[config.mk]
export PLATFORM = sky130hd
export DESIGN_NAME = vend_ctrl
export DESIGN_NICKNAME = d
export VERILOG_FILES = /design/src/rtl/vend_ctrl.sv
export SDC_FILE = /design/constraint.sdc
export NUM_CORES = 1
export LEC_CHECK = 0
export CORE_ASPECT_RATIO = 1.2
export CORE_MARGIN = 2
export CORE_UTILIZATION = 47
export CTS_CLUSTER_DIAMETER = 40
export DETAILED_ROUTE_END_ITERATION = 16
export PLACE_DENSITY_LB_ADDON = 0.08
export SLEW_MARGIN = 20
export SYNTH_ARGS = -nofsm -noshare
export SYNTH_HDL_FRONTEND = slang
export SYNTH_SLANG_ARGS = --single-unit
[constraint.sdc]
create_clock -name clk_i -period 2.6 [get_ports clk_i]
set_input_delay 0.26 -clock clk_i [delete_from_list [all_inputs] [get_ports clk_i]]
set_output_delay 0.26 -clock clk_i [all_outputs]
set_load 0.005 [all_outputs]
[src/rtl/vend_ctrl.sv]
// -----------------------------------------------------------------------------
// vend_ctrl -- vending-machine purchase sequencer.
//
// Accumulates coin credit, issues a one-cycle dispense strobe with the change
// amount once the item price is reached, and (optionally) refunds credit on a
// cancel request. All outputs come straight from flops.
//
// Optional feature macro: VEND_CANCEL_EN
//   defined   -> cancel_i is honoured and the REFUND state is reachable
//   undefined -> cancel_i is ignored; credit persists until a purchase or reset
//
// Parameters
//   PRICE     item price in cents (multiple of 5, 5 .. 2**CREDIT_W-26)
//   CREDIT_W  width of credit/change values
//
// Ports
//   clk_i           system clock, rising edge
//   rst_ni          asynchronous active-low reset
//   nickle_i        5-cent coin pulse (highest priority)
//   dime_i          10-cent coin pulse
//   quarter_i       25-cent coin pulse (lowest priority)
//   cancel_i        refund request pulse
//   credit_o        accumulated credit
//   busy_o          high in VEND/REFUND; coins and cancel are dropped
//   soda_o          one-cycle dispense strobe
//   change_o        change/refund amount, 0 unless change_valid_o
//   change_valid_o  one-cycle strobe qualifying change_o
//   state_o         current FSM state (debug visibility)
//
// Handshake: the coin inputs and cancel_i are single-cycle "valid" pulses with
// no backpressure; busy_o is the inverse of "ready" -- any pulse sampled while
// busy_o is high is discarded, so the upstream must hold off until it drops.
// change_valid_o is a one-cycle valid with no ready; change_o is meaningful
// only in that cycle.
// -----------------------------------------------------------------------------
module vend_ctrl #(
  parameter int PRICE    = 20,
  parameter int CREDIT_W = 6
) (
  input  logic                clk_i,
  input  logic                rst_ni,
  input  logic                nickle_i,
  input  logic                dime_i,
  input  logic                quarter_i,
  input  logic                cancel_i,
  output logic [CREDIT_W-1:0] credit_o,
  output logic                busy_o,
  output logic                soda_o,
  output logic [CREDIT_W-1:0] change_o,
  output logic                change_valid_o,
  output logic [1:0]          state_o
);

  typedef enum logic [1:0] {
    S_IDLE    = 2'd0,
    S_COLLECT = 2'd1,
    S_VEND    = 2'd2,
    S_REFUND  = 2'd3
  } state_t;

  localparam logic [CREDIT_W-1:0] PRICE_C = CREDIT_W'(PRICE);

  state_t              state_q, state_d;
  logic [CREDIT_W-1:0] credit_q, credit_d;
  logic [CREDIT_W-1:0] change_q, change_d;
  logic                soda_q, soda_d;
  logic                chg_vld_q, chg_vld_d;
  logic                busy_q, busy_d;

  logic [CREDIT_W-1:0] coin_val;
  logic                coin_seen;
  logic [CREDIT_W-1:0] sum;
  logic                cancel_take;

  // Fixed priority: only the highest-priority coin of a cycle is credited.
  always_comb begin
    coin_val = '0;
    if (nickle_i)       coin_val = CREDIT_W'(5);
    else if (dime_i)    coin_val = CREDIT_W'(10);
    else if (quarter_i) coin_val = CREDIT_W'(25);
  end

  assign coin_seen = nickle_i | dime_i | quarter_i;
  // PRICE bound guarantees credit (< PRICE) + 25 fits in CREDIT_W bits.
  assign sum = credit_q + coin_val;

`ifdef VEND_CANCEL_EN
  // In IDLE a lone cancel has nothing to refund, so it needs a coin with it.
  assign cancel_take = cancel_i &&
                       ((state_q == S_COLLECT) || ((state_q == S_IDLE) && coin_seen));
`else
  assign cancel_take = 1'b0;
`endif

  always_comb begin
    state_d  = state_q;
    credit_d = credit_q;
    change_d = '0;
    unique case (state_q)
      S_IDLE, S_COLLECT: begin
        if (cancel_take) begin
          // Refund wins over vend even if the same-cycle coin reaches PRICE.
          state_d  = S_REFUND;
          change_d = sum;
          credit_d = '0;
        end else if (coin_seen) begin
          if (sum >= PRICE_C) begin
            state_d  = S_VEND;
            change_d = sum - PRICE_C;
            credit_d = '0;
          end else begin
            state_d  = S_COLLECT;
            credit_d = sum;
          end
        end
      end
      S_VEND, S_REFUND: begin
        state_d = S_IDLE;
      end
      default: begin
        state_d  = S_IDLE;
        credit_d = '0;
      end
    endcase
    // Strobes are registered alongside the state they belong to.
    soda_d    = (state_d == S_VEND);
    chg_vld_d = (state_d == S_VEND) || (state_d == S_REFUND);
    busy_d    = chg_vld_d;
  end

  always_ff @(posedge clk_i or negedge rst_ni) begin
    if (!rst_ni) begin
      state_q   <= S_IDLE;
      credit_q  <= '0;
      change_q  <= '0;
      soda_q    <= 1'b0;
      chg_vld_q <= 1'b0;
      busy_q    <= 1'b0;
    end else begin
      state_q   <= state_d;
      credit_q  <= credit_d;
      change_q  <= change_d;
      soda_q    <= soda_d;
      chg_vld_q <= chg_vld_d;
      busy_q    <= busy_d;
    end
  end

  assign credit_o       = credit_q;
  assign change_o       = change_q;
  assign soda_o         = soda_q;
  assign change_valid_o = chg_vld_q;
  assign busy_o         = busy_q;
  assign state_o        = state_q;

endmodule

==> results.md, run 1 <==
- Status: finished, final reports clean
- Worst stage delay on the critical path: between 400 and 500 ps
- Clock network power share: around a tenth
- Yosys top cell area share: between 40 and 50%
- Max-slew headroom at the worst pin: between 50% and 60%
- Die width: approximately 44 µm
- Final Critical Period: around 2500 ps
- CTS clk-pin slew, worst paths: ~100 ps
- Ys flop type: dfrtp_1
- Design area: around 0.0014 mm²
- Finish-stage setup viols: 0
- Sequential Power Share: between 20% and 30%
- Sink Count: 16
- Synthesis-to-layout area growth: 47.88%
- Post-synth cell types: 29
- Post-Syn Instances: just over 80
- Remaining antenna violation count after routing: 0
- Internal: around 1 mW
- Switching pwr: ~0.6 mW
- Most common cell after layout, fill and taps aside: buf_4
- Layout cells sized above 1: roughly 29%
- DRC: 0
- Worst-Skew Late Latency: slightly below 300 ps
- Sw Ratio: roughly 38%
- Cell area after synthesis: 914.6 µm²
- VDD IR-drop max: between 0.9 and 1 mV
- Pins Over Slew Limit: 0
- Net Count, Synth: 97
- Diode count: 0
- Static Leakage: between 0.6 and 0.7 nW
- Fmax: just over 0.4 GHz
- First-pass GRT wire length: roughly 3.3 mm
- Via Count: between 700 and 800
- Most frequent cells in the layout: buf_4, clkdlybuf4s50_1, dfrtp_1, nor2_1
- Pwr/cell area: 1211 mW/mm²
- Arrival @ worst endpoint: 2680 ps
- Maximum clock insertion buffer count: 2
- Worst hold path class: primary input to asynchronous set/reset pin
- Yosys top cell by area: dfrtp_1
- R2R cell count: 10
- Largest net degree at the start of global routing: 18
- Async S/R FF share, synth: 100.0%
- Setup crit end kind: flop
- Fin crit share: 94.65%
- Vias/cell: 5.338
- Combinational power share: ~66%
- Startpoint Class: primary input
- RSZ-0062 raised after global routing: no
- Htree depth: 1
- Routed WL per cell: roughly 14 µm
- Post-synth EDFFs: 0
- Area contributors post-synth: dfrtp_1, ha_1, a22o_1
- Core ar.: between 0.0015 and 0.002 mm²
- Drt first pass iters: 4
- #FFs+latches synth: 16
- Setup TNS: 0 ps
- Post-synthesis sequential area ratio: a little over two fifths
- CP max FO: 5
- Initial DRC count: 4
- Nets: between 100 and 150
- FP Rows: 17
- I/O Buffers: 21
- Grt total ovfl: 0
- Final Hold Viols: 0
- Antenna violations before repair: 0
- Critical Path RT: roughly 2800 ps
- Clock buffer count from CTS: 3
- Maximum capacitance violations: 0
- Synth warn: 0
- Clock Root Buffer: clkbuf_4
- Critical path cell sequence: clkdlybuf4s50_1 -> a21o_1 -> ha_1 -> a21o_1 -> a21oi_2 -> xor2_1 -> buf_4 -> ha_1 -> nand3b_1 -> nand2_2 -> a221oi_4 -> a22o_1
- Crit path depth: 12
- Die Ht: between 50 and 60 µm
- Total length of routed wires: 2.029 mm
- GPL Wtd Cong: between 0.7 and 0.8
- Vias in the first global route: slightly below 800
- Slowest stage cell, crit path: clkdlybuf4s50_1
- Dpl cell area: between 0.001 and 0.0015 mm²
- Worst Path Buf+Inv: 2
- Mean Syn Cell Area: roughly 11 µm²
- Detailed placement HPWL: 1.585 mm
- Die ar.: approximately 0.0023 mm²
- GRT Util Overall: around a fifth
- # IOs: 23
- CP Class: primary input to flop
- Family with the most delay on the worst path: compound AO/OA/AOI/OAI gates
- Initial Util: between 50% and 60%
- Clk_skew: between 5 and 6 ps
- R2R Setup Slk: around 210 ps
- CTS tree: done
- Slew @ Worst Pin: roughly 690 ps
[per-stage QoR]
stage	hold WS, ps	instances	setup WS [ps]	utilization, %	total power [mW]
after floorplan	-35.59	83	342.4	-	0.9726
after global placement	495.2	141	-245.1	70.59	1.431
after detailed placement	516.4	141	-386.7	70.59	1.454
after CTS	404.1	145	28.09	72.91	1.634
after global routing	432.6	145	52.06	73.94	1.772
final	382.1	145	139.0	73.94	1.638
[kinds of logic (layout without fill, tap and decap cells)]
logic type / count (synthesis) / after routing / synth area share (%)
buffers and inverters: 10 / 53 / 4.516
flip-flops: 16 / 16 / 43.78
XOR/XNOR: 5 / 5 / 4.789
AO/OA/AOI/OAI: 16 / 16 / 17.78
AND/OR/NAND/NOR: 28 / 28 / 17.38
adder cells (fa/ha/maj): 8 / 8 / 11.76
[layer usage]
metal / GRT usage (%) / share of wire, % / vias to the layer above
met5: 0 / 0 / -
met4: 7.071 / 0.69 / 0
met3: 5.172 / 3.3 / 2
met2: 35.78 / 52 / 15
met1: 22.99 / 44 / 377
li1: - / - / 380
[Yosys cell counts (2+ instances only)]
| cell | instances |
|---|---|
| a22o_1 | 5 |
| xor2_1 | 2 |
| inv_1 | 7 |
| ha_1 | 7 |
| xnor2_1 | 3 |
| nand2_1 | 2 |
| a21oi_1 | 3 |
| dfrtp_1 | 16 |
| clkbuf_1 | 2 |
| nor3_1 | 4 |
| nor2_1 | 9 |
| nor3b_1 | 4 |
| a21o_1 | 2 |
| nand2b_1 | 2 |
[state kept, by name, summed over array words and instances (netlist names)]
signal    flops
busy_o        1
change_o      6
credit_o      6
soda_o        1
state_o       2
[final cells by class]
class                      count  area [µm²]
sequential                    16       400.4
clock buffer                   4       36.28
fill                         140       476.7
inverter                       7       26.28
timing repair buffer          42       372.9
multi-input combinational     57       493.0
tap                           19       23.77
[worst reg2reg max path: cells and delay by family, from the launching register on]
kind	cells	cell delay, ps
xor gates and xnor gates	1	80
AOI/OAI and AO/OA	4	940
DFF	1	420
buffers and inverters	1	150
adders and majority gates	2	520
and+or+nand+nor	2	220
[final timing paths]
check | end | start
min in group clk_i | state_o[0]$_DFF_PN0_ | state_o[0]$_DFF_PN0_
min reg2reg | state_o[0]$_DFF_PN0_ | state_o[0]$_DFF_PN0_
max in group asynchronous | credit_o[2]$_DFFE_PN0P_ | rst_ni
min | credit_o[3]$_DFFE_PN0P_ | rst_ni
max reg2reg | credit_o[2]$_DFFE_PN0P_ | credit_o[1]$_DFFE_PN0P_
max | credit_o[2]$_DFFE_PN0P_ | quarter_i
[timing repair]
item | 4_1_cts | 5_1_grt
setup buffers | 0 | 0
hold buffers | 0 | 0
resized for setup | 2 | 5
pin swaps | 2 | 6
endpoints found under the setup margin | 6 | 8
endpoints found under the hold margin | 0 | 0
[power by group through the flow]
stage                     clock network [mW]  logic (mW)  registers (mW)
after floorplan                            0       0.579           0.393
after global placement                     0        1.04           0.393
after detailed placement                   0        1.06           0.397
after CTS                              0.168        1.07           0.392
after global routing                   0.186        1.19           0.399
final                                  0.166        1.08           0.390
No activity file was read; power rests on OpenSTA's default activity.
==> inputs of run 2 (changes only) <==
- CELL_PAD_IN_SITES_DETAIL_PLACEMENT: default -> 0
- CELL_PAD_IN_SITES_GLOBAL_PLACEMENT: default -> 1
- CORE_UTILIZATION: 47 -> 37
==> results.md, run 2 (synthesized netlist as in run 1, its figures left out) <==
- Static Leakage: about 0.67 nW
- Initial DRC count: 12
- Critical Path RT: 2820 ps
- Status: finished, final reports clean
- Detailed placement HPWL: roughly 1.6 mm
- Final Hold Viols: 0
- Finish-stage setup viols: 0
- Largest net degree at the start of global routing: 18
- Clock buffer count from CTS: 3
- Die Ht: a little under 60 µm
- Die ar.: ~0.0029 mm²
- Slowest stage cell, crit path: or4_4
- Maximum capacitance violations: 0
- Antenna violations before repair: 0
- Finished Layout Cells: roughly 160
- Diode count: 0
- Origin of the worst setup path: quarter_i
- GR peak layer: met2
- CP Class: primary input to flop
- Fin crit share: 97.27%
- Met1 Track Usage GR: ~20%
- Hold Slack: about 400 ps
- Drt first pass iters: 2
- Nets: between 100 and 150
- Setup crit end kind: flop
- Core ar.: between 0.002 and 0.0025 mm²
- FP Rows: 19
- I/O Buffers: 21
- Clk_skew: approximately 3.6 ps
- Die width: ~49 µm
- Routed WL per cell: ~13 µm
- First-pass GRT wire length: roughly 3.4 mm
- Worst-Skew Late Latency: ~280 ps
- Most frequent cells in the layout: buf_4, clkdlybuf4s50_1, dfrtp_1, nor2_1, inv_1
- Remaining antenna violation count after routing: 0
- Via Count: 783
- Met3 usage: 3.299%
- Fmax: 0.3954 GHz
- Maximum clock insertion buffer count: 2
- # IOs: 23
- M2 GR Usage: between 20% and 30%
- Grt total ovfl: 0
- CTS clk-pin slew, worst paths: about 90 ps
- Reg2reg start: credit_o[1]$_DFFE_PN0P_
- Sink Count: 16
- Final Critical Period: between 2000 and 3000 ps
- Clock Root Buffer: clkbuf_4
- DRC: 0
- Synthesis-to-layout area growth: 50.48%
- VDD IR-drop max: between 0.7 and 0.8 mV
- GRT Util Overall: 15.60%
- Dpl cells: between 150 and 200
- Critical path cell sequence: clkdlybuf4s50_1 -> a21o_1 -> ha_2 -> a21o_1 -> buf_4 -> and4_4 -> or4_4 -> a221oi_4 -> a22o_1
- Worst hold path class: primary input to asynchronous set/reset pin
- Arrival @ worst endpoint: ~2800 ps
- Startpoint Class: primary input
- CP max FO: 5
- CTS tree: done
- Initial Util: ~39%
- Vias in the first global route: between 700 and 800
- Slew @ Worst Pin: approximately 730 ps
- Total length of routed wires: approximately 2.1 mm
- Vias/cell: between 4 and 5
- Total power: around 1.6 mW
- Pwr/cell area: roughly 1200 mW/mm²
- Worst stage delay on the critical path: 590 ps
- RSZ-0062 raised after global routing: no
- Max-slew headroom at the worst pin: between 50% and 60%
- Pins Over Slew Limit: 0
- Htree depth: 1
- Worst path most repeated cell: a21o_1
- Layout cells sized above 1: 29.92%
- GPL Wtd Cong: 0.7862
- Most common cell after layout, fill and taps aside: buf_4
==> run 2: final timing paths <==
kind	end	slack, ps	depth (start not counted)
max in group asynchronous	credit_o[4]$_DFFE_PN0P_	1730	1
max	credit_o[0]$_DFFE_PN0P_	70	9
max reg2reg	credit_o[0]$_DFFE_PN0P_	130	7
min	change_o[1]$_DFF_PN0_	410	1
min reg2reg	state_o[0]$_DFF_PN0_	510	1
min in group clk_i	state_o[0]$_DFF_PN0_	510	1
==> run 2: layer usage <==
metal  routed length (µm)  part of all wire (%)
met1                  943                    46
met2                 1021                    50
met3                   53                   2.6
met4                   31                   1.5
met5                    0                     0
==> run 2: layout make-up <==
class / instances / area [µm²]
clock buffer: 4 / 36.28
fill: 235 / 953.4
timing repair buffer: 43 / 380.4
multi-input combinational: 57 / 494.2
inverter: 7 / 26.28
sequential: 16 / 400.4
tap: 31 / 38.79
==> run 2: what timing repair did <==
item	in CTS	in global routing
endpoints found under the hold margin	0	0
endpoints found under the setup margin	11	7
hold buffers	0	0
pin swaps	1	6
resized for setup	1	6
setup buffers	0	1
==> run 2: power breakdown <==
part           internal [mW]  switching [mW]
clock                 0.0851          0.0748
sequential             0.338          0.0457
combinational          0.614           0.486
==> run 2: stage by stage <==
step	TNS (ps)	utilization, %	area (µm²)	setup slack, ps
floorplan	0	-	914.6	342.4
global placement	-3640	56.07	1306	-301.3
detailed placement	-4670	56.07	1306	-367.0
CTS	0	57.79	1346	19.63
global route	0	59.08	1376	12.89
finish	0	59.08	1376	71.07
==> run 2: worst max-delay path: cells and delay by family <==
kind	cells	cell delay, ps
compound gates	4	990
fa+ha+maj	1	170
buf+inv	2	570
simple gates	2	770
==> inputs of run 3 (changes only) <==
- CORE_MARGIN: 2 -> 10
==> results.md, run 3 (synthesized netlist as in run 1, its figures left out) <==
- Status: finished, final reports clean
- Pre-CTS setup slack: -328.2 ps
- Final Critical Period: about 2500 ps
- I/O Buffers: 21
- CTS clk-pin slew, worst paths: ~100 ps
- VDD IR-drop max: 0.6804 mV
- RSZ-0062 raised after global routing: no
- RR Endpoint: credit_o[2]$_DFFE_PN0P_
- Vias in the first global route: ~770
- CP max FO: 5
- Maximum capacitance violations: 0
- Core ar.: 0.002330 mm²
- Reg2reg start: credit_o[1]$_DFFE_PN0P_
- DRC: 0
- Initial Util: 39.26%
- Nets: 141
- Final WS setup: 70.66 ps
- Most common cell after layout, fill and taps aside: buf_4
- Critical Path RT: ~2800 ps
- Vias/cell: slightly below 5
- Most frequent cells in the layout: buf_4, clkdlybuf4s50_1, dfrtp_1, nor2_1, inv_1
- FILL cells: 237
- Hold-fix buffer count after cts: 0
- Diode count: 0
- First-pass GRT wire length: between 3 and 4 mm
- Die ar.: around 0.0049 mm²
- Origin of the worst setup path: quarter_i
- Sink Count: 16
- Setup TNS: 0 ps
- Die Ht: 74.47 µm
- Startpoint Class: primary input
- Clk_skew: 4.937 ps
- Setup crit end: credit_o[2]$_DFFE_PN0P_
- Register Area: between 400 and 500 µm²
- Initial DRC count: 3
- Pwr/cell area: 1210 mW/mm²
- GPL Wtd Cong: 0.8739
- Maximum clock insertion buffer count: 2
- Hold Slack: between 300 and 400 ps
- Arrival @ worst endpoint: 2760 ps
- FP Rows: 19
- Total length of routed wires: 2.201 mm
- Grt total ovfl: 0
- Remaining antenna violation count after routing: 0
- Routed WL per cell: approximately 14 µm
- Clock Root Buffer: clkbuf_4
- Drt first pass iters: 2
- Max-slew headroom at the worst pin: between 50% and 60%
- Clock buffer count from CTS: 3
- Finish-stage setup viols: 0
- Die width: 65.39 µm
- GRT Util Overall: 9.484%
- Static Leakage: approximately 0.67 nW
- Setup crit end kind: flop
- Synthesis-to-layout area growth: 50.62%
- Pins Over Slew Limit: 0
- Layout cells sized above 1: about 31%
- Via Count: about 760
- CTS tree: done
- R2R Setup Slk: 110 ps
- Detailed placement HPWL: about 1.8 mm
- Total power: around 1.7 mW
- CP Class: primary input to flop
- Htree depth: 1
- Multi-input gate area: roughly 500 µm²
- Antenna violations before repair: 0
- # IOs: 23
- Worst hold path class: primary input to asynchronous set/reset pin
- Fin crit share: between 90 and 100%
- R2R cell count: 7
- Largest net degree at the start of global routing: 18
- Fmax: between 0.3 and 0.4 GHz
- Slew @ Worst Pin: 708.1 ps
- Worst-Skew Late Latency: ~280 ps
- Final Hold Viols: 0
run 3: cell count changes in the layout (fill, tap and decap cells not counted), sizes merged:
cell / before / now
buf: 22 / 21
run 3: cell type report:
| class | count | area share (%) |
|---|---|---|
| multi-input cells | 57 | 36.51 |
| flip-flops and latches | 16 | 29.06 |
| repair buffers | 42 | 27.07 |
| well taps | 31 | 2.816 |
| clock buffers | 4 | 2.634 |
| inverters | 7 | 1.907 |
run 3: where the power goes:
part	switching [mW]	leakage (nW)	internal, mW
logic	0.494	0.438	0.625
clock network	0.0776	0.0210	0.0851
registers	0.0471	0.209	0.338
run 3: worst min path at each step:
stage,startpoint,to,cells past startpoint
2_1_floorplan,rst_ni,busy_o$_DFF_PN0_,0
3_3_place_gp,state_o[0]$_DFF_PN0_,state_o[0]$_DFF_PN0_,1
3_5_place_dp,state_o[0]$_DFF_PN0_,state_o[0]$_DFF_PN0_,1
4_1_cts,rst_ni,state_o[1]$_DFF_PN0_,1
5_1_grt,rst_ni,state_o[1]$_DFF_PN0_,1
6_report,rst_ni,change_o[1]$_DFF_PN0_,1
run 3: through the flow:
| stage | instance area (µm²) | instances | utilization (%) |
|---|---|---|---|
| 2_1_floorplan | 914.6 | 83 | - |
| 3_3_place_gp | 1306 | 153 | 56.07 |
| 5_1_grt | 1378 | 157 | 59.13 |
| 4_1_cts | 1346 | 157 | 57.79 |
| 6_report | 1378 | 157 | 59.13 |
| 3_5_place_dp | 1306 | 153 | 56.07 |
run 3: worst max-delay path, cell delays in order:
cell	delay (ps)
clkdlybuf4s50_1	420
a21o_1	180
ha_2	170
a21o_1	200
buf_4	130
and4_4	180
or4_4	590
a221oi_4	420
a22o_1	190
run 3: repair_timing:
action / 4_1_cts / 5_1_grt
endpoints found under the setup margin: 4 / 15
buffers inserted: 0 / 0
cloned: 0 / 0
pin swaps: 1 / 6
resized for setup: 1 / 8
run 3: routing by layer:
layer,GRT usage (%),routed length [µm],up-vias,share of wire [%]
li1,-,-,377,-
met1,10.82,965,371,44
met2,15.85,1091,13,50
met3,1.652,102,2,4.6
met4,6.429,41,0,1.9
met5,0,0,-,0
